===== config.mk =====
export PLATFORM = sky130hd
export DESIGN_NAME = trig_route_seq_flat
export DESIGN_NICKNAME = d
export VERILOG_FILES = /design/src/rtl/trig_route_seq_if.sv /design/src/rtl/trig_route_seq.sv /design/src/flat_wrapper.sv
export SDC_FILE = /design/constraint.sdc
export NUM_CORES = 1
export LEC_CHECK = 0
export BUFFER_PORTS_ARGS = -buffer_cell sky130_fd_sc_hd__buf_2
export CORE_MARGIN = 5
export CORE_UTILIZATION = 45
export CTS_CLUSTER_SIZE = 25
export DETAILED_ROUTE_END_ITERATION = 12
export PLACE_DENSITY = 0.82
export SETUP_SLACK_MARGIN = 0.02
export SYNTH_ARGS = -nofsm -noshare
export SYNTH_HDL_FRONTEND = slang
export SYNTH_SLANG_ARGS = --single-unit

===== constraint.sdc =====
create_clock -name wb_clk -period 3.15 [get_ports wb_clk]
set_input_delay 0.315 -clock wb_clk [delete_from_list [all_inputs] [get_ports wb_clk]]
set_output_delay 0.315 -clock wb_clk [all_outputs]
set_load 0.1 [all_outputs]

===== src/rtl/trig_route_seq_if.sv =====
// trig_route_seq_if: routing request, trigger lines and panel/ICX control bundle.
interface trig_route_seq_if;
  logic [2:0] route_req;
  logic trig, trig_from_FP, trig_from_BP, cnt_clr;
  logic trig_t_FP, trig_t_BP, trig_FP_sel, trig_BP_sel;
  logic [1:0] trig_ICX_sel;
  logic [2:0] route_cur;
  logic busy, drain_tmo;
  logic [31:0] trig_cnt;
  modport master (
    output route_req, trig, trig_from_FP, trig_from_BP, cnt_clr,
    input trig_t_FP, trig_t_BP, trig_FP_sel, trig_BP_sel, trig_ICX_sel, route_cur, busy, drain_tmo, trig_cnt
  );
  modport slave (
    input route_req, trig, trig_from_FP, trig_from_BP, cnt_clr,
    output trig_t_FP, trig_t_BP, trig_FP_sel, trig_BP_sel, trig_ICX_sel, route_cur, busy, drain_tmo, trig_cnt
  );
endinterface


===== src/rtl/trig_route_seq.sv =====
// trig_route_seq: break-before-make trigger routing change (drain, dead time, select, settle, drive).
// Define TRIG_ROUTE_CNT_EN to add a counter of rising edges on the ICX-selected trigger source.
module trig_route_seq #(
  parameter int DEAD_CYC = 8,
  parameter int SETTLE_CYC = 4,
  parameter int DRAIN_TMO = 255
) (
  input logic wb_clk,
  input logic wb_rst_n,
  trig_route_seq_if.slave bus
);
  typedef enum logic [2:0] {IDLE, DRAIN, DEAD, APPLY, SETTLE} state_t;
  state_t state;
  logic [7:0] cnt;
  logic [2:0] route_new, route_cur;
  logic t_fp, t_bp, fp_sel, bp_sel, busy, drain_tmo;
  logic [1:0] icx_sel;
  logic quiet, new_fp_drv, new_bp_drv;
  logic [1:0] new_icx;
  assign quiet = ~(bus.trig | bus.trig_from_FP | bus.trig_from_BP);
  assign new_fp_drv = route_new == 3'b001 || route_new == 3'b011 || route_new == 3'b111;
  assign new_bp_drv = route_new == 3'b010 || route_new == 3'b011 || route_new == 3'b101;
  assign new_icx = route_new[2] ? (route_new[1] ? 2'd2 : 2'd1) : 2'd0;
  always_ff @(posedge wb_clk or negedge wb_rst_n)
    if (!wb_rst_n) begin
      state <= IDLE;
      cnt <= '0;
      route_new <= '0;
      route_cur <= '0;
      t_fp <= 1'b1;
      t_bp <= 1'b1;
      fp_sel <= 1'b0;
      bp_sel <= 1'b0;
      icx_sel <= 2'd0;
      busy <= 1'b0;
      drain_tmo <= 1'b0;
    end else begin
      drain_tmo <= 1'b0;
      case (state)
        IDLE: if (bus.route_req != route_cur) begin
          route_new <= bus.route_req;
          state <= DRAIN;
          cnt <= '0;
          t_fp <= 1'b1;
          t_bp <= 1'b1;
          icx_sel <= 2'd3;
          busy <= 1'b1;
        end
        DRAIN: if (quiet || cnt == 8'(DRAIN_TMO - 1)) begin
          drain_tmo <= ~quiet;
          state <= DEAD;
          cnt <= '0;
        end else cnt <= cnt + 8'd1;
        // an undriven panel keeps whatever select it had
        DEAD: if (cnt == 8'(DEAD_CYC - 1)) begin
          state <= APPLY;
          cnt <= '0;
          if (new_fp_drv) fp_sel <= route_new == 3'b111;
          if (new_bp_drv) bp_sel <= route_new == 3'b101;
        end else cnt <= cnt + 8'd1;
        APPLY: state <= SETTLE;
        SETTLE: if (cnt == 8'(SETTLE_CYC - 1)) begin
          state <= IDLE;
          cnt <= '0;
          t_fp <= ~new_fp_drv;
          t_bp <= ~new_bp_drv;
          icx_sel <= new_icx;
          route_cur <= route_new;
          busy <= 1'b0;
        end else cnt <= cnt + 8'd1;
        default: state <= IDLE;
      endcase
    end
  assign bus.trig_t_FP = t_fp;
  assign bus.trig_t_BP = t_bp;
  assign bus.trig_FP_sel = fp_sel;
  assign bus.trig_BP_sel = bp_sel;
  assign bus.trig_ICX_sel = icx_sel;
  assign bus.route_cur = route_cur;
  assign bus.busy = busy;
  assign bus.drain_tmo = drain_tmo;
`ifdef TRIG_ROUTE_CNT_EN
  logic [2:0] prev;
  logic [31:0] trig_cnt;
  logic rise;
  assign rise = icx_sel == 2'd0 ? bus.trig & ~prev[0] :
                icx_sel == 2'd1 ? bus.trig_from_FP & ~prev[1] :
                icx_sel == 2'd2 ? bus.trig_from_BP & ~prev[2] : 1'b0;
  always_ff @(posedge wb_clk or negedge wb_rst_n)
    if (!wb_rst_n) begin
      prev <= '0;
      trig_cnt <= '0;
    end else begin
      prev <= {bus.trig_from_BP, bus.trig_from_FP, bus.trig};
      trig_cnt <= bus.cnt_clr ? '0 : trig_cnt + 32'(rise);
    end
  assign bus.trig_cnt = trig_cnt;
`else
  assign bus.trig_cnt = '0;
`endif
endmodule

===== src/flat_wrapper.sv =====
// flat-port wrapper written by rule: the top's interface ports become plain ports
module trig_route_seq_flat 
#(
  parameter int DEAD_CYC = 8,
  parameter int SETTLE_CYC = 4,
  parameter int DRAIN_TMO = 255
)
  (wb_clk, wb_rst_n, bus_route_req, bus_trig, bus_trig_from_FP, bus_trig_from_BP, bus_cnt_clr, bus_trig_t_FP, bus_trig_t_BP, bus_trig_FP_sel, bus_trig_BP_sel, bus_trig_ICX_sel, bus_route_cur, bus_busy, bus_drain_tmo, bus_trig_cnt);
  trig_route_seq_if bus_i ();
  input logic wb_clk;
  input logic wb_rst_n;
  input wire logic [$bits(bus_i.route_req)-1:0] bus_route_req;
  input wire logic [$bits(bus_i.trig)-1:0] bus_trig;
  input wire logic [$bits(bus_i.trig_from_FP)-1:0] bus_trig_from_FP;
  input wire logic [$bits(bus_i.trig_from_BP)-1:0] bus_trig_from_BP;
  input wire logic [$bits(bus_i.cnt_clr)-1:0] bus_cnt_clr;
  output wire logic [$bits(bus_i.trig_t_FP)-1:0] bus_trig_t_FP;
  output wire logic [$bits(bus_i.trig_t_BP)-1:0] bus_trig_t_BP;
  output wire logic [$bits(bus_i.trig_FP_sel)-1:0] bus_trig_FP_sel;
  output wire logic [$bits(bus_i.trig_BP_sel)-1:0] bus_trig_BP_sel;
  output wire logic [$bits(bus_i.trig_ICX_sel)-1:0] bus_trig_ICX_sel;
  output wire logic [$bits(bus_i.route_cur)-1:0] bus_route_cur;
  output wire logic [$bits(bus_i.busy)-1:0] bus_busy;
  output wire logic [$bits(bus_i.drain_tmo)-1:0] bus_drain_tmo;
  output wire logic [$bits(bus_i.trig_cnt)-1:0] bus_trig_cnt;
  assign bus_i.route_req = bus_route_req;
  assign bus_i.trig = bus_trig;
  assign bus_i.trig_from_FP = bus_trig_from_FP;
  assign bus_i.trig_from_BP = bus_trig_from_BP;
  assign bus_i.cnt_clr = bus_cnt_clr;
  assign bus_trig_t_FP = bus_i.trig_t_FP;
  assign bus_trig_t_BP = bus_i.trig_t_BP;
  assign bus_trig_FP_sel = bus_i.trig_FP_sel;
  assign bus_trig_BP_sel = bus_i.trig_BP_sel;
  assign bus_trig_ICX_sel = bus_i.trig_ICX_sel;
  assign bus_route_cur = bus_i.route_cur;
  assign bus_busy = bus_i.busy;
  assign bus_drain_tmo = bus_i.drain_tmo;
  assign bus_trig_cnt = bus_i.trig_cnt;
  trig_route_seq #(.DEAD_CYC(DEAD_CYC), .SETTLE_CYC(SETTLE_CYC), .DRAIN_TMO(DRAIN_TMO)) u_core (.wb_clk(wb_clk), .wb_rst_n(wb_rst_n), .bus(bus_i));
endmodule

* Yosys cells after proc, flatten, opt, wreduce, memory -nomap -nowiden
Index checks and enable logic that the tools add are counted.
Cells by class: mux-type cells 24, divide/modulo/power cells 0, add/subtract/negate cells 1, magnitude comparators 0, bitwise operators 5, equal/unequal tests 17, multipliers 0, reductions and logical operators 15, shift-type cells 0
Operators with widths (count):
- two-way mux 8 bit | 4
- one-hot mux 8 bit (4 select lines) | 1
- one-hot mux 3 bit (5 select lines) | 1
- == test 3 x 2 -> 1 bit (second input constant) | 4
- two-way mux 3 bit | 4
- == test 3 bit (second input constant) | 3
- AND reduction 3 bit | 3
- adder 8 x 1 -> 8 bit (second input constant) | 1
- == test 8 x 2 -> 1 bit (second input constant) | 1
- == test 8 x 3 -> 1 bit (second input constant) | 1
- == test 8 bit (second input constant) | 1
- two-way mux 2 bit | 4
- inequality test 2 x 1 -> 1 bit (second input constant) | 4
- == test 3 x 1 -> 1 bit (second input constant) | 2
- two-way mux 1 bit | 6
- one-hot mux 1 bit (2 select lines) | 3
- AND reduction 2 bit | 3
- logical OR 1 bit | 5
- one-hot mux 2 bit (2 select lines) | 1
- AND reduction 4 bit | 1
- nonzero test 4 bit | 1
- zero test 3 bit | 1
- inequality test 3 bit | 1
- inverter 1 bit | 3
- 2 further kinds | 3
Storage, ports and cells: memory bits (writable) 0, word-level logic and storage cells 73, memories 0, output and inout port bits 43, bits in latches 0, register bits after elaboration 25, memory bits (read-only) 0, input bits 9

* Depth between registers and ports, before layout
Gate-level depths: netlist (run 1).
depth after elaboration 6, mapped depth 7, mapped depth without buffers 7

* Least setup slack after synthesis (run 1)
OpenSTA, ideal clock, no wires.
path type reg-to-reg, start point register u_core.route_cur[0] (netlist: u_core.bus.route_cur[0]), end point register u_core.icx_sel[0] (netlist: u_core.bus.trig_ICX_sel[0]), clock period less this slack 2.123 ns, buffers on the path 1, required time 3.024 ns, cell stages (with the launch flop) 7, data arrival time 1.996 ns, library setup time 0.126 ns, setup slack 1.027 ns, cells stage by stage dfrtp_1 > xor2_1 > nor3_4 > nor2b_1 > buf_6 > nand2b_4 > mux2_4
Between the ends: cells in the longest elaborated chain, start to end 3
Ends and longest elaborated chain:
- start, declared | RTL line trig_route_seq.sv:15 | logic [2:0] route_new, route_cur;
- start signal, assigned | RTL line trig_route_seq.sv:68 | route_cur <= route_new;
- inequality test 3 bit | RTL line trig_route_seq.sv:40 | IDLE: if (bus.route_req != route_cur) begin
- inequality test 2 x 1 -> 1 bit (no source line)
- AND reduction 3 bit (no source line)
- end signal, assigned | RTL line trig_route_seq.sv:67 | icx_sel <= new_icx;
- end, declared | RTL line trig_route_seq.sv:17 | logic [1:0] icx_sel;
No other way between the ends. A chain may end at the register's enable or synchronous reset.

* Worst setup path after layout (run 1)
start point register u_core.cnt[1], end point register u_core.icx_sel[0] (netlist: u_core.bus.trig_ICX_sel[0])
Between the ends: cells in the longest elaborated chain, start to end 3
Ends and longest elaborated chain:
- start, declared | RTL line trig_route_seq.sv:14 | logic [7:0] cnt;
- start signal, assigned | RTL line trig_route_seq.sv:53 | end else cnt <= cnt + 8'd1;
- start signal, assigned | RTL line trig_route_seq.sv:60 | end else cnt <= cnt + 8'd1;
- start signal, assigned | RTL line trig_route_seq.sv:70 | end else cnt <= cnt + 8'd1;
- == test 8 x 2 -> 1 bit | RTL line trig_route_seq.sv:62 | SETTLE: if (cnt == 8'(SETTLE_CYC - 1)) begin
- inequality test 2 x 1 -> 1 bit (no source line)
- AND reduction 3 bit (no source line)
No other way between the ends.

==> PnR_summary.wiki, run 1 <==
{| class="wikitable"
! Metric !! Value
|-
| Run status || finished clean
|-
| Vert. Die Dim || 68.8 um
|-
| Timing-limited maximum frequency || 0.493 GHz
|-
| Count of final max-slew check failures || 0
|-
| Clock edge transition at the registers on the reported setup and hold paths || 0.14 ns
|-
| Cell Pwr Density || 962 mW/mm2
|-
| DR pass1 iterations || 4
|-
| ANT nets after route || 0
|-
| Maximum level of the CTS H-tree || 1
|-
| TritonCTS Buffers || 3
|-
| Final period demand of the worst path || a little over 2 ns
|-
| Post-CTS setup-driven buffer insertion count || 0
|-
| Max incr delay on CP || about 0.45 ns
|-
| Detail-routed via count per cell || 4.57
|-
| Crit-path cells || ha_1 > nor4b_4 > nand3_1 > nand2b_4 > mux2_4
|-
| Max Cap Viol || 0
|-
| Category of the critical setup timing path || reg -> reg
|-
| Worst-case setup slack after placement || roughly 1.2 ns
|-
| Effective utilization at floorplan || 0.466
|-
| Final net count || 196
|-
| Part of the Yosys area used for sequential elements || 0.404
|-
| Setup repair after global routing missed its margin || false
|-
| Worst-path fanout max || 12
|-
| Worst slew margin relative to its limit || 0.584
|-
| Register bit count reported by yosys || 25
|-
| Port Buf Inserts || 18
|-
| Initial antenna violation count || 0
|-
| Total via count after detailed routing || 1051
|-
| Share of the clock period used by the worst path after layout || 0.644
|-
| Pin count of the biggest net entering global routing || 26
|-
| Routability congestion estimate from global placement || just over 0.8
|-
| Clock Latency Late Sink || 0.33 ns
|-
| Die boundary width || approximately 70 um
|-
| DIE AREA || approximately 0.0047 mm2
|-
| Setup clock skew after layout || approximately 0.0078 ns
|-
| Global route overflow || 0
|-
| Via count of the first global-routing pass || between 900 and 1000
|-
| DRC marker count from the first detailed-route iteration || 26
|-
| Number of clock sinks || 25
|-
| Endpoints failing hold || 0
|-
| Sum of net half-perimeters after detailed placement || 2040 um
|-
| Kind of launch point of the worst setup path || flop
|-
| Category of the worst setup path capture point || flop
|-
| VDD IR-drop max || 0.587 mV
|-
| Total GRT Usage || 0.117
|-
| Worst path arrival time || 2.26 ns
|-
| Family with the most delay on the worst path || simple AND/OR/NAND/NOR gates
|-
| CTS tree || yes
|-
| Cell Area, Synth || 0.00156 mm2
|-
| Mean instance size in the synthesized netlist || between 9 and 10 um2
|-
| Number of instances in the placed design || ~230
|-
| Proportion of layout cells with a drive suffix above 1 || 0.207
|-
| Data required time at the worst endpoint || about 3.4 ns
|-
| Final worst slack || approximately 1.1 ns
|-
| Antenna cells || 0
|-
| Count of mapped cells out of synthesis || 167
|-
| Ys Warns || 0
|-
| Std-Cell Core Area || roughly 0.0033 mm2
|-
| Area growth from synthesis to layout || 2.09%
|-
| Final Non-Filler Cells || 230
|-
| Drt drc || 0
|-
| Crit-path slowest cell || sky130_fd_sc_hd__nand3_1
|-
| Leakage power figure || 0.709 nW
|-
| Placement row count || 21
|-
| Crit path buffers/inverters || 0
|-
| Maximum number of buffers from clock root to sink || 2
|-
| Most frequent cells in the layout || 32 x sky130_fd_sc_hd__conb_1, 23 x sky130_fd_sc_hd__dfrtp_1, 21 x sky130_fd_sc_hd__nand2_1
|-
| Final Setup Violations || 0
|-
| Tightest Pin Transition || 0.622 ns
|-
| Ports placed on the boundary || 52
|-
| Per-cell routed wire length || around 12 um
|-
| First-pass GRT wire length || 4200 um
|-
| Total length of routed wires || 2650 um
|-
| Post-Route Setup TNS || 0 ns
|-
| Worst hold-check path type || in -> reg
|-
| Most common cell after layout, fill and taps aside || sky130_fd_sc_hd__conb_1
|-
| Unique cell type count in the Yosys netlist || 39
|-
| CTS root buf || sky130_fd_sc_hd__clkbuf_4
|}
[worst reg2reg max path: stages (launching register included)]
cell and delay (ns):
sky130_fd_sc_hd__dfrtp_1 0.42, sky130_fd_sc_hd__ha_1 0.24, sky130_fd_sc_hd__nor4b_4 0.29, sky130_fd_sc_hd__nand3_1 0.45
sky130_fd_sc_hd__nand2b_4 0.23, sky130_fd_sc_hd__mux2_4 0.31
[stage by stage]
step                      cell area, um2  hold WS (ns)  utilization  power, W
after global placement              1550         0.342        0.464   0.00137
after floorplan                     1670        0.0194            -   0.00130
after global routing                1590         0.211        0.476   0.00162
final                               1590         0.211        0.476   0.00153
after CTS                           1590         0.197        0.476   0.00153
after detailed placement            1550         0.338        0.464   0.00138
[final cells by class]
cell class | instances | area [um2]
clock buffer | 3 | 22.5
clock inverter | 1 | 7.51
fill | 320 | 1750
inverter | 4 | 15.0
multi-input combinational | 132 | 757
sequential | 25 | 628
tap | 46 | 57.6
timing repair buffer | 19 | 100
[cell families after synthesis]
logic type / share of synthesized area
and+or+nand+nor: 0.196
buffers and inverters: 0.184
AOI/OAI and AO/OA: 0.128
DFF: 0.404
xor gates and xnor gates: 0.0507
adders and majority gates: 0.0161
muxes: 0.0193
other: 0.00241
[flip-flops by register name, indices dropped and copies added, names as in the netlist]
signal                   count
u_core.cnt                   8
u_core.bus.route_cur         3
u_core.route_new             3
u_core.state                 3
u_core.bus.trig_ICX_sel      2
u_core.bus.busy              1
u_core.bus.drain_tmo         1
u_core.bus.trig_BP_sel       1
u_core.bus.trig_FP_sel       1
u_core.bus.trig_t_BP         1
u_core.bus.trig_t_FP         1
[power breakdown]
part,switching [W],internal (W)
clock,0.000101,0.0000486
sequential,0.0000986,0.000412
combinational,0.000662,0.000205
[path summary, 6_finish.rpt]
| check | startpoint | cells after the start | slack [ns] | to |
|---|---|---|---|---|
| setup / recovery | u_core.cnt[1]$_DFFE_PN0P_ | 5 | 1.12 | u_core.bus.trig_ICX_sel[0]$_DFFE_PN0P_ |
| hold / removal | bus_route_req[1] | 3 | 0.21 | u_core.route_new[1]$_DFFE_PN0P_ |
| setup reg to reg | u_core.cnt[1]$_DFFE_PN0P_ | 5 | 1.12 | u_core.bus.trig_ICX_sel[0]$_DFFE_PN0P_ |
| hold reg to reg | u_core.bus.busy$_DFFE_PN0P_ | 1 | 0.50 | u_core.bus.busy$_DFFE_PN0P_ |
| max in group asynchronous | wb_rst_n | 2 | 2.27 | u_core.bus.trig_t_BP$_DFFE_PN1P_ |
| min in group asynchronous | wb_rst_n | 2 | 0.50 | u_core.bus.busy$_DFFE_PN0P_ |
[repair_timing]
| item | 4_1_cts | 5_1_grt |
|---|---|---|
| hold endpoints to repair | 23 | 0 |
| gates resized for setup | 0 | 0 |
| hold buffers | 1 | 0 |
[Yosys cell counts]
master,n,area (um2)
sky130_fd_sc_hd__buf_4,32,240
sky130_fd_sc_hd__dfrtp_1,23,576
sky130_fd_sc_hd__nand2_1,21,78.8
sky130_fd_sc_hd__o21ai_0,17,85.1
sky130_fd_sc_hd__nor2_1,11,41.3
sky130_fd_sc_hd__a21oi_1,6,30.0
sky130_fd_sc_hd__nand3_1,5,25.0
sky130_fd_sc_hd__xor2_1,5,43.8
sky130_fd_sc_hd__buf_2,4,20.0
sky130_fd_sc_hd__inv_1,4,15.0
sky130_fd_sc_hd__nor3_1,4,20.0
sky130_fd_sc_hd__xnor2_1,4,35.0
sky130_fd_sc_hd__a21o_1,2,15.0
sky130_fd_sc_hd__dfstp_2,2,52.6
sky130_fd_sc_hd__ha_1,2,25.0
sky130_fd_sc_hd__mux2_4,2,30.0
sky130_fd_sc_hd__a21bo_2,1,10.0
sky130_fd_sc_hd__a31o_1,1,8.76
sky130_fd_sc_hd__and2_1,1,6.26
sky130_fd_sc_hd__and2_4,1,8.76
sky130_fd_sc_hd__buf_6,1,11.3
sky130_fd_sc_hd__conb_1,1,3.75
sky130_fd_sc_hd__nand2b_4,1,13.8
sky130_fd_sc_hd__nand3_2,1,10.0
sky130_fd_sc_hd__nand4_1,1,6.26
sky130_fd_sc_hd__nor2_4,1,11.3
sky130_fd_sc_hd__nor2b_1,1,6.26
sky130_fd_sc_hd__nor3_2,1,10.0
sky130_fd_sc_hd__nor3_4,1,16.3
sky130_fd_sc_hd__nor3b_2,1,12.5
sky130_fd_sc_hd__nor4b_4,1,23.8
sky130_fd_sc_hd__o211ai_1,1,7.51
sky130_fd_sc_hd__o21ai_1,1,5.00
sky130_fd_sc_hd__o21ai_2,1,8.76
sky130_fd_sc_hd__o311ai_1,1,8.76
sky130_fd_sc_hd__o31ai_1,1,7.51
sky130_fd_sc_hd__o31ai_2,1,12.5
sky130_fd_sc_hd__or2_2,1,6.26
sky130_fd_sc_hd__or2b_1,1,7.51
[per-layer routing]
metal / part of all wire / up-vias / track usage
li1: - / 529 / -
met1: 0.45 / 474 / 0.166
met2: 0.45 / 44 / 0.175
met3: 0.075 / 4 / 0.0130
met4: 0.018 / 0 / 0.0584
met5: 0 / - / 0
No activity file was read; power rests on OpenSTA's default activity.
==> run 2, diff against run 1 <==
--- a/config.mk
+++ b/config.mk
@@ -5,12 +5,13 @@
 export SDC_FILE = /design/constraint.sdc
 export NUM_CORES = 1
 export LEC_CHECK = 0
+export ABC_AREA = 1
 export BUFFER_PORTS_ARGS = -buffer_cell sky130_fd_sc_hd__buf_2
 export CORE_MARGIN = 5
 export CORE_UTILIZATION = 45
 export CTS_CLUSTER_SIZE = 25
 export DETAILED_ROUTE_END_ITERATION = 12
-export PLACE_DENSITY = 0.82
+export PLACE_DENSITY = 0.83
 export SETUP_SLACK_MARGIN = 0.02
 export SYNTH_ARGS = -nofsm -noshare
 export SYNTH_HDL_FRONTEND = slang
==> constraint.sdc (replaced) <==
create_clock -name wb_clk -period 1.64 [get_ports wb_clk]
set_input_delay 0.164 -clock wb_clk [delete_from_list [all_inputs] [get_ports wb_clk]]
set_output_delay 0.164 -clock wb_clk [all_outputs]
set_load 0.1 [all_outputs]
==> run 2 against run 1 <==
  * Combinational power grew 11%
  * Clock-buffer cell count up 1
  * Register-to-register slack worse by 0.94 ns
  * Hold slack lost 0.036 ns
==> PnR_summary.wiki, run 2 <==
{| class="wikitable"
! Metric !! Value
|-
| Leakage power figure || 0.992 nW
|-
| Port Buf Inserts || 18
|-
| Worst path arrival time || between 1.5 and 2 ns
|-
| Total non-filler cell area in the finished layout || around 0.0018 mm2
|-
| Worst slew margin relative to its limit || 0.631
|-
| ANT nets after route || 0
|-
| Ys Warns || 0
|-
| Fraction of the core area covered by cells at the end of the flow || 0.493
|-
| Register name with the most flops || u_core.cnt
|-
| Final Setup Violations || 0
|-
| Std-Cell Core Area || 0.00369 mm2
|-
| Drt drc || 0
|-
| Proportion of layout cells with a drive suffix above 1 || 0.184
|-
| Maximum number of buffers from clock root to sink || 2
|-
| Category of the critical setup timing path || reg -> reg
|-
| Number of synthesized flops with an enable pin || 0
|-
| Final net count || 279
|-
| Antenna cells || 0
|-
| CTS root buf || sky130_fd_sc_hd__clkbuf_8
|-
| Max Cap Viol || 0
|-
| Area growth from synthesis to layout || 4.98%
|-
| Final period demand of the worst path || 1.46 ns
|-
| Routability congestion estimate from global placement || 0.868
|-
| DIE AREA || roughly 0.0052 mm2
|-
| Count of mapped cells out of synthesis || 245
|-
| Worst-case setup slack after placement || 0.154 ns
|-
| Post-Route Setup TNS || 0 ns
|-
| Setup clock skew after layout || 0.00395 ns
|-
| Initial antenna violation count || 0
|-
| Cell Area, Synth || 0.00173 mm2
|-
| Worst hold path stage count || 3
|-
| DR pass1 iterations || 4
|-
| Ports placed on the boundary || 52
|-
| DRC marker count from the first detailed-route iteration || 91
|-
| First-pass GRT wire length || around 5000 um
|-
| Total via count after detailed routing || 1434
|-
| Setup repair after global routing missed its margin || false
|-
| Detail-routed via count per cell || 4.55
|-
| Effective utilization at floorplan || 0.470
|-
| Run status || finished clean
|-
| Worst-path fanout max || 12
|-
| Pin count of the biggest net entering global routing || 26
|-
| Number of clock sinks || 25
|-
| Mean instance size in the synthesized netlist || 7.07 um2
|-
| Final worst slack || about 0.18 ns
|-
| Commonest cells in the netlist || 67 x sky130_fd_sc_hd__nand2_1, 32 x sky130_fd_sc_hd__buf_4, 26 x sky130_fd_sc_hd__inv_1
|-
| Top routing layer in use || met4
|-
| Category of the worst setup path capture point || flop
|-
| Die boundary width || 72.1 um
|-
| Vert. Die Dim || 72.1 um
|-
| Post-Route M1 WL || 1450 um
|-
| CTS tree || yes
|-
| Clock edge transition at the registers on the reported setup and hold paths || 0.08 ns
|-
| Total length of routed wires || 3170 um
|-
| Reg-to-Reg End || u_core.bus.trig_ICX_sel[1]$_DFFE_PN0P_
|-
| Largest cells by area after synthesis || sky130_fd_sc_hd__dfrtp_1 33%, sky130_fd_sc_hd__nand2_1 15%, sky130_fd_sc_hd__buf_4 14%, sky130_fd_sc_hd__inv_1 5.6%, sky130_fd_sc_hd__nor2_1 5.4%
|-
| Worst min-delay path startpoint || bus_route_req[2]
|-
| Count of final max-slew check failures || 0
|-
| Tightest Pin Transition || 0.554 ns
|-
| Maximum level of the CTS H-tree || 1
|-
| VDD IR-drop max || 0.836 mV
|-
| Data required time at the worst endpoint || ~1.8 ns
|-
| Global route overflow || 0
|-
| Post-synth top area cell || sky130_fd_sc_hd__dfrtp_1
|-
| Clock Latency Late Sink || 0.27 ns
|-
| Flip-flop count of the largest register after layout || 8
|-
| PnR Total Power || approximately 0.0021 W
|-
| Share of the clock period used by the worst path after layout || 0.889
|-
| Most frequent cell after synthesis || sky130_fd_sc_hd__nand2_1
|-
| Top FF cell, synth || sky130_fd_sc_hd__dfrtp_1
|-
| Count of fill cells added during filler insertion || around 380
|-
| Part of the Yosys area used for sequential elements || 0.362
|-
| Placement row count || 22
|-
| Kind of launch point of the worst setup path || flop
|-
| Most frequent cells in the layout || 67 x sky130_fd_sc_hd__nand2_1, 32 x sky130_fd_sc_hd__conb_1, 26 x sky130_fd_sc_hd__inv_1
|-
| TritonCTS Buffers || 3
|-
| Worst Hold Path EP || u_core.route_new[2]$_DFFE_PN0P_
|-
| Worst Reg-to-Reg Cells || 7
|-
| Proportion of netlist area held by the largest area contributor || 0.332
|-
| Async set-reset flop share out of synthesis || 1.00
|-
| Unique cell type count in the Yosys netlist || 25
|-
| Endpoints failing hold || 0
|-
| Per-cell routed wire length || approximately 10 um
|-
| Total placed instance area || ~0.0018 mm2
|-
| Worst hold-check path type || in -> reg
|-
| Via count of the first global-routing pass || around 1200
|-
| Post-CTS setup-driven buffer insertion count || 0
|-
| Register bit count reported by yosys || 25
|-
| R2R Setup Slk || 0.18 ns
|-
| Cell Pwr Density || 1150 mW/mm2
|-
| Length of routed met2 wiring || 1470 um
|-
| Timing-limited maximum frequency || 0.686 GHz
|-
| Detail Route met3 WL || about 230 um
|-
| Total GRT Usage || 0.119
|-
| Most common cell after layout, fill and taps aside || sky130_fd_sc_hd__nand2_1
|-
| Sum of net half-perimeters after detailed placement || 2530 um
|-
| Startpoint of the worst-slack reg-to-reg timing path || u_core.cnt[0]$_DFFE_PN0P_
|}
## run 2: metal layers
metal | track usage | vias to the layer above
met5 | 0 | -
met4 | 0.0376 | 0
met3 | 0.0208 | 2
met2 | 0.188 | 45
met1 | 0.166 | 643
li1 | - | 744
## run 2: kinds of logic (layout without fill, tap and decap cells)
| group | Yosys count | count (layout) | share of synthesized area |
|---|---|---|---|
| simple gates | 127 | 127 | 0.326 |
| buf+inv | 68 | 59 | 0.222 |
| flops | 25 | 25 | 0.362 |
| compound gates | 20 | 20 | 0.0628 |
| fa+ha+maj | 2 | 2 | 0.0144 |
| xor+xnor | 2 | 2 | 0.0101 |
| other cells | 1 | 32 | 0.00216 |
## run 2: cell type report
cell class                      instances  area (um2)  area share
Timing Repair Buffer                   21         115      0.0633
Sequential cell                        25         634       0.349
Multi-Input combinational cell        183         837       0.460
Inverter                               34         128      0.0702
Tap cell                               48        60.1      0.0330
Clock buffer                            4        45.0      0.0248
## run 2: worst max-delay path by stage
| stage | from | end | cells past startpoint |
|---|---|---|---|
| 6_report | u_core.cnt[0]$_DFFE_PN0P_ | u_core.bus.trig_ICX_sel[1]$_DFFE_PN0P_ | 7 |
| 5_1_grt | u_core.cnt[1]$_DFFE_PN0P_ | u_core.bus.trig_t_BP$_DFFE_PN1P_ | 7 |
| 4_1_cts | u_core.cnt[1]$_DFFE_PN0P_ | u_core.bus.trig_ICX_sel[1]$_DFFE_PN0P_ | 7 |
| 3_5_place_dp | u_core.cnt[1]$_DFFE_PN0P_ | u_core.bus.trig_ICX_sel[1]$_DFFE_PN0P_ | 7 |
| 3_3_place_gp | u_core.cnt[1]$_DFFE_PN0P_ | u_core.bus.trig_t_BP$_DFFE_PN1P_ | 7 |
| 2_1_floorplan | u_core.bus.route_cur[2]$_DFFE_PN0P_ | u_core.bus.trig_ICX_sel[1]$_DFFE_PN0P_ | 9 |
## run 2: timing repair
item,CTS,global route
resized for setup,0,2
endpoints found under the hold margin,23,0
endpoints found under the setup margin,0,4
hold buffers,1,0
## run 2: worst max-delay path: stages, from the launching register on
cell and delay [ns]:
sky130_fd_sc_hd__dfrtp_2 0.45, sky130_fd_sc_hd__ha_1 0.25, sky130_fd_sc_hd__nand3_1 0.13, sky130_fd_sc_hd__nor2_2 0.07
sky130_fd_sc_hd__nand2_2 0.18, sky130_fd_sc_hd__nand2_1 0.14, sky130_fd_sc_hd__nor2_1 0.11, sky130_fd_sc_hd__nor2_1 0.04
## run 2: report_power, final
part           internal, W  total [W]  switching, W
logic             0.000179   0.000960      0.000781
clock network     0.000174   0.000362      0.000188
registers         0.000695   0.000771     0.0000761
## run 2: through the flow
step / cells / hold slack, ns
after floorplan: 276 / -0.132
after global placement: 310 / 0.183
after detailed placement: 310 / 0.183
after CTS: 315 / 0.172
after global routing: 315 / 0.187
final: 315 / 0.175
==> run 3, diff against run 2 <==
--- a/config.mk
+++ b/config.mk
@@ -7,6 +7,7 @@
 export LEC_CHECK = 0
 export ABC_AREA = 1
 export BUFFER_PORTS_ARGS = -buffer_cell sky130_fd_sc_hd__buf_2
+export CORE_ASPECT_RATIO = 2
 export CORE_MARGIN = 5
 export CORE_UTILIZATION = 45
 export CTS_CLUSTER_SIZE = 25
==> run 3 against run 2 <==
  * Global-route usage up 2.8 points
  * Hold slack lost 0.0019 ns
  * Clock skew is 0.00096 ns lower
  * Clock-buffer cell count stayed put
  * Via count rose by 5.6%
  * Cell area up 2.1%
  * Largest cell class unchanged
  * Largest power group unchanged
  * Highest routed layer unchanged
==> PnR_summary.wiki, run 3 (synthesis results as in run 2) <==
{| class="wikitable"
! Metric !! Value
|-
| Run status || finished clean
|-
| PnR Total Power || ~0.0021 W
|-
| Vert. Die Dim || 97.8 um
|-
| Maximum number of buffers from clock root to sink || 2
|-
| Tightest Pin Transition || approximately 0.55 ns
|-
| Leakage power figure || 1.01 nW
|-
| Total via count after detailed routing || 1514
|-
| Proportion of layout cells with a drive suffix above 1 || 0.198
|-
| Kind of launch point of the worst setup path || flop
|-
| VDD IR-drop max || 0.498 mV
|-
| Number of clock sinks || 25
|-
| Initial antenna violation count || 0
|-
| Pin count of the biggest net entering global routing || 26
|-
| ANT nets after route || 0
|-
| DIE AREA || 0.00527 mm2
|-
| Worst Reg-to-Reg Cells || 9
|-
| Max incr delay on CP || 0.42 ns
|-
| DR pass1 iterations || 4
|-
| Via count of the first global-routing pass || 1428
|-
| Detail-routed via count per cell || 4.75
|-
| Crit path to || u_core.cnt[4]$_DFFE_PN0P_
|-
| Register cell area after layout || 633 um2
|-
| Per-cell routed wire length || between 10 and 15 um
|-
| Timing-limited maximum frequency || 0.672 GHz
|-
| Data required time at the worst endpoint || 1.80 ns
|-
| Worst path arrival time || 1.65 ns
|-
| CTS tree || yes
|-
| Register name with the most flops || u_core.cnt
|-
| Global route overflow || 0
|-
| Max Cap Viol || 0
|-
| Fraction of the core area covered by cells at the end of the flow || 0.488
|-
| Most prevalent standard cell on the critical path || sky130_fd_sc_hd__nand2_1
|-
| Maximum level of the CTS H-tree || 1
|-
| Final net count || between 200 and 300
|-
| Flip-flop count of the largest register after layout || 8
|-
| Most common cell after layout, fill and taps aside || sky130_fd_sc_hd__nand2_1
|-
| Worst hold-check path type || in -> reg
|-
| TritonCTS Buffers || 3
|-
| Total GRT Usage || 0.147
|-
| Effective utilization at floorplan || 0.456
|-
| Total length of routed wires || between 3000 and 4000 um
|-
| Ports placed on the boundary || 52
|-
| CTS root buf || sky130_fd_sc_hd__clkbuf_8
|-
| Area growth from synthesis to layout || 7.15%
|-
| Startpoint of the worst-slack reg-to-reg timing path || u_core.cnt[0]$_DFFE_PN0P_
|-
| Final Setup Violations || 0
|-
| Worst min-delay path startpoint || bus_route_req[0]
|-
| Placement row count || 32
|-
| Share of the clock period used by the worst path after layout || 0.908
|-
| Cell Pwr Density || between 1000 and 1500 mW/mm2
|-
| Clock edge transition at the registers on the reported setup and hold paths || 0.08 ns
|-
| Crit-path cells || inv_1 > ha_1 > nand2_1 > nor2_1 > nand2_1 > nand2_2 > nor2_1 > a21oi_1 > nand2_1
|-
| Drt drc || 0
|-
| Setup clock skew after layout || 0.00299 ns
|-
| Family with the most delay on the worst path || simple AND/OR/NAND/NOR gates
|-
| Final period demand of the worst path || 1.49 ns
|-
| Worst-path fanout max || 4
|-
| Crit-path slowest cell || sky130_fd_sc_hd__dfrtp_1
|-
| Die boundary width || 53.9 um
|-
| Crit path buffers/inverters || 1
|-
| Total stage count of the critical path || 9
|-
| Port Buf Inserts || 18
|-
| Sum of net half-perimeters after detailed placement || 2860 um
|-
| R2R Setup Slk || 0.15 ns
|-
| Std-Cell Core Area || 0.00380 mm2
|-
| Count of final max-slew check failures || 0
|-
| Worst slew margin relative to its limit || 0.632
|-
| Reg-to-Reg End || u_core.cnt[4]$_DFFE_PN0P_
|-
| Source of the critical timing path || u_core.cnt[0]$_DFFE_PN0P_
|-
| Count of fill cells added during filler insertion || approximately 380
|-
| Endpoints failing hold || 0
|-
| DRC marker count from the first detailed-route iteration || 47
|-
| Category of the worst setup path capture point || flop
|-
| Multi-input gate area || roughly 860 um2
|-
| Clock Latency Late Sink || approximately 0.27 ns
|-
| Category of the critical setup timing path || reg -> reg
|-
| Antenna cells || 0
|-
| First-pass GRT wire length || 5800 um
|-
| Most frequent cells in the layout || 65 x sky130_fd_sc_hd__nand2_1, 32 x sky130_fd_sc_hd__conb_1, 26 x sky130_fd_sc_hd__inv_1
|-
| Hold_ws || ~0.17 ns
|-
| Setup repair after global routing missed its margin || false
|-
| Post-Route Setup TNS || 0 ns
|-
| Routability congestion estimate from global placement || 0.827
|}
[run 3: cell type report]
class | count | share of cell area
multi-input cells | 183 | 0.466
flip-flops and latches | 25 | 0.341
inverters | 34 | 0.0687
clock buffers | 4 | 0.0243
well taps | 51 | 0.0344
repair buffers | 22 | 0.0660
[run 3: through the flow]
step                std cells  cell area, um2  worst slack, ns
floorplan                 276            1850            0.111
global placement          312            1760            0.115
detailed placement        312            1760           0.0965
CTS                       317            1810           0.0526
global route              319            1860           0.0247
finish                    319            1860            0.151
[run 3: worst min-delay path by stage]
stage / end / cells after the start
2_1_floorplan: u_core.bus.busy$_DFFE_PN0P_ / 0
3_3_place_gp: u_core.state[2]$_DFFE_PN0P_ / 1
3_5_place_dp: u_core.state[0]$_DFFE_PN0P_ / 1
4_1_cts: u_core.route_new[0]$_DFFE_PN0P_ / 3
5_1_grt: u_core.route_new[1]$_DFFE_PN0P_ / 3
6_report: u_core.route_new[0]$_DFFE_PN0P_ / 3
[run 3: per-layer routing]
layer | routed length [um] | vias up | track usage
met5 | 0 | - | 0
met3 | 264 | 15 | 0.0275
met2 | 2060 | 78 | 0.280
li1 | - | 741 | -
met4 | 133 | 0 | 0.0866
met1 | 1160 | 680 | 0.128
[run 3: worst reg2reg max path, cell delays in order, from the launching register on]
cell and delay, ns:
sky130_fd_sc_hd__dfrtp_1 0.42, sky130_fd_sc_hd__inv_1 0.09, sky130_fd_sc_hd__ha_1 0.16, sky130_fd_sc_hd__nand2_1 0.05
sky130_fd_sc_hd__nor2_1 0.08, sky130_fd_sc_hd__nand2_1 0.13, sky130_fd_sc_hd__nand2_2 0.14, sky130_fd_sc_hd__nor2_1 0.05
sky130_fd_sc_hd__a21oi_1 0.18, sky130_fd_sc_hd__nand2_1 0.07
[run 3: repair_timing]
item	CTS	global route
setup buffers	0	2
gates resized for setup	0	8
endpoints found under the hold margin	23	0
hold buffers	1	0
setup endpoints to repair	0	12
[run 3: where the power goes]
group / leakage, nW / switching, W / internal (W) / total, W
logic: 0.683 / 0.000813 / 0.000196 / 0.00101
registers: 0.306 / 0.0000725 / 0.000694 / 0.000766
clock network: 0.0228 / 0.000195 / 0.000174 / 0.000369
total: 1.01 / 0.00108 / 0.00106 / 0.00214
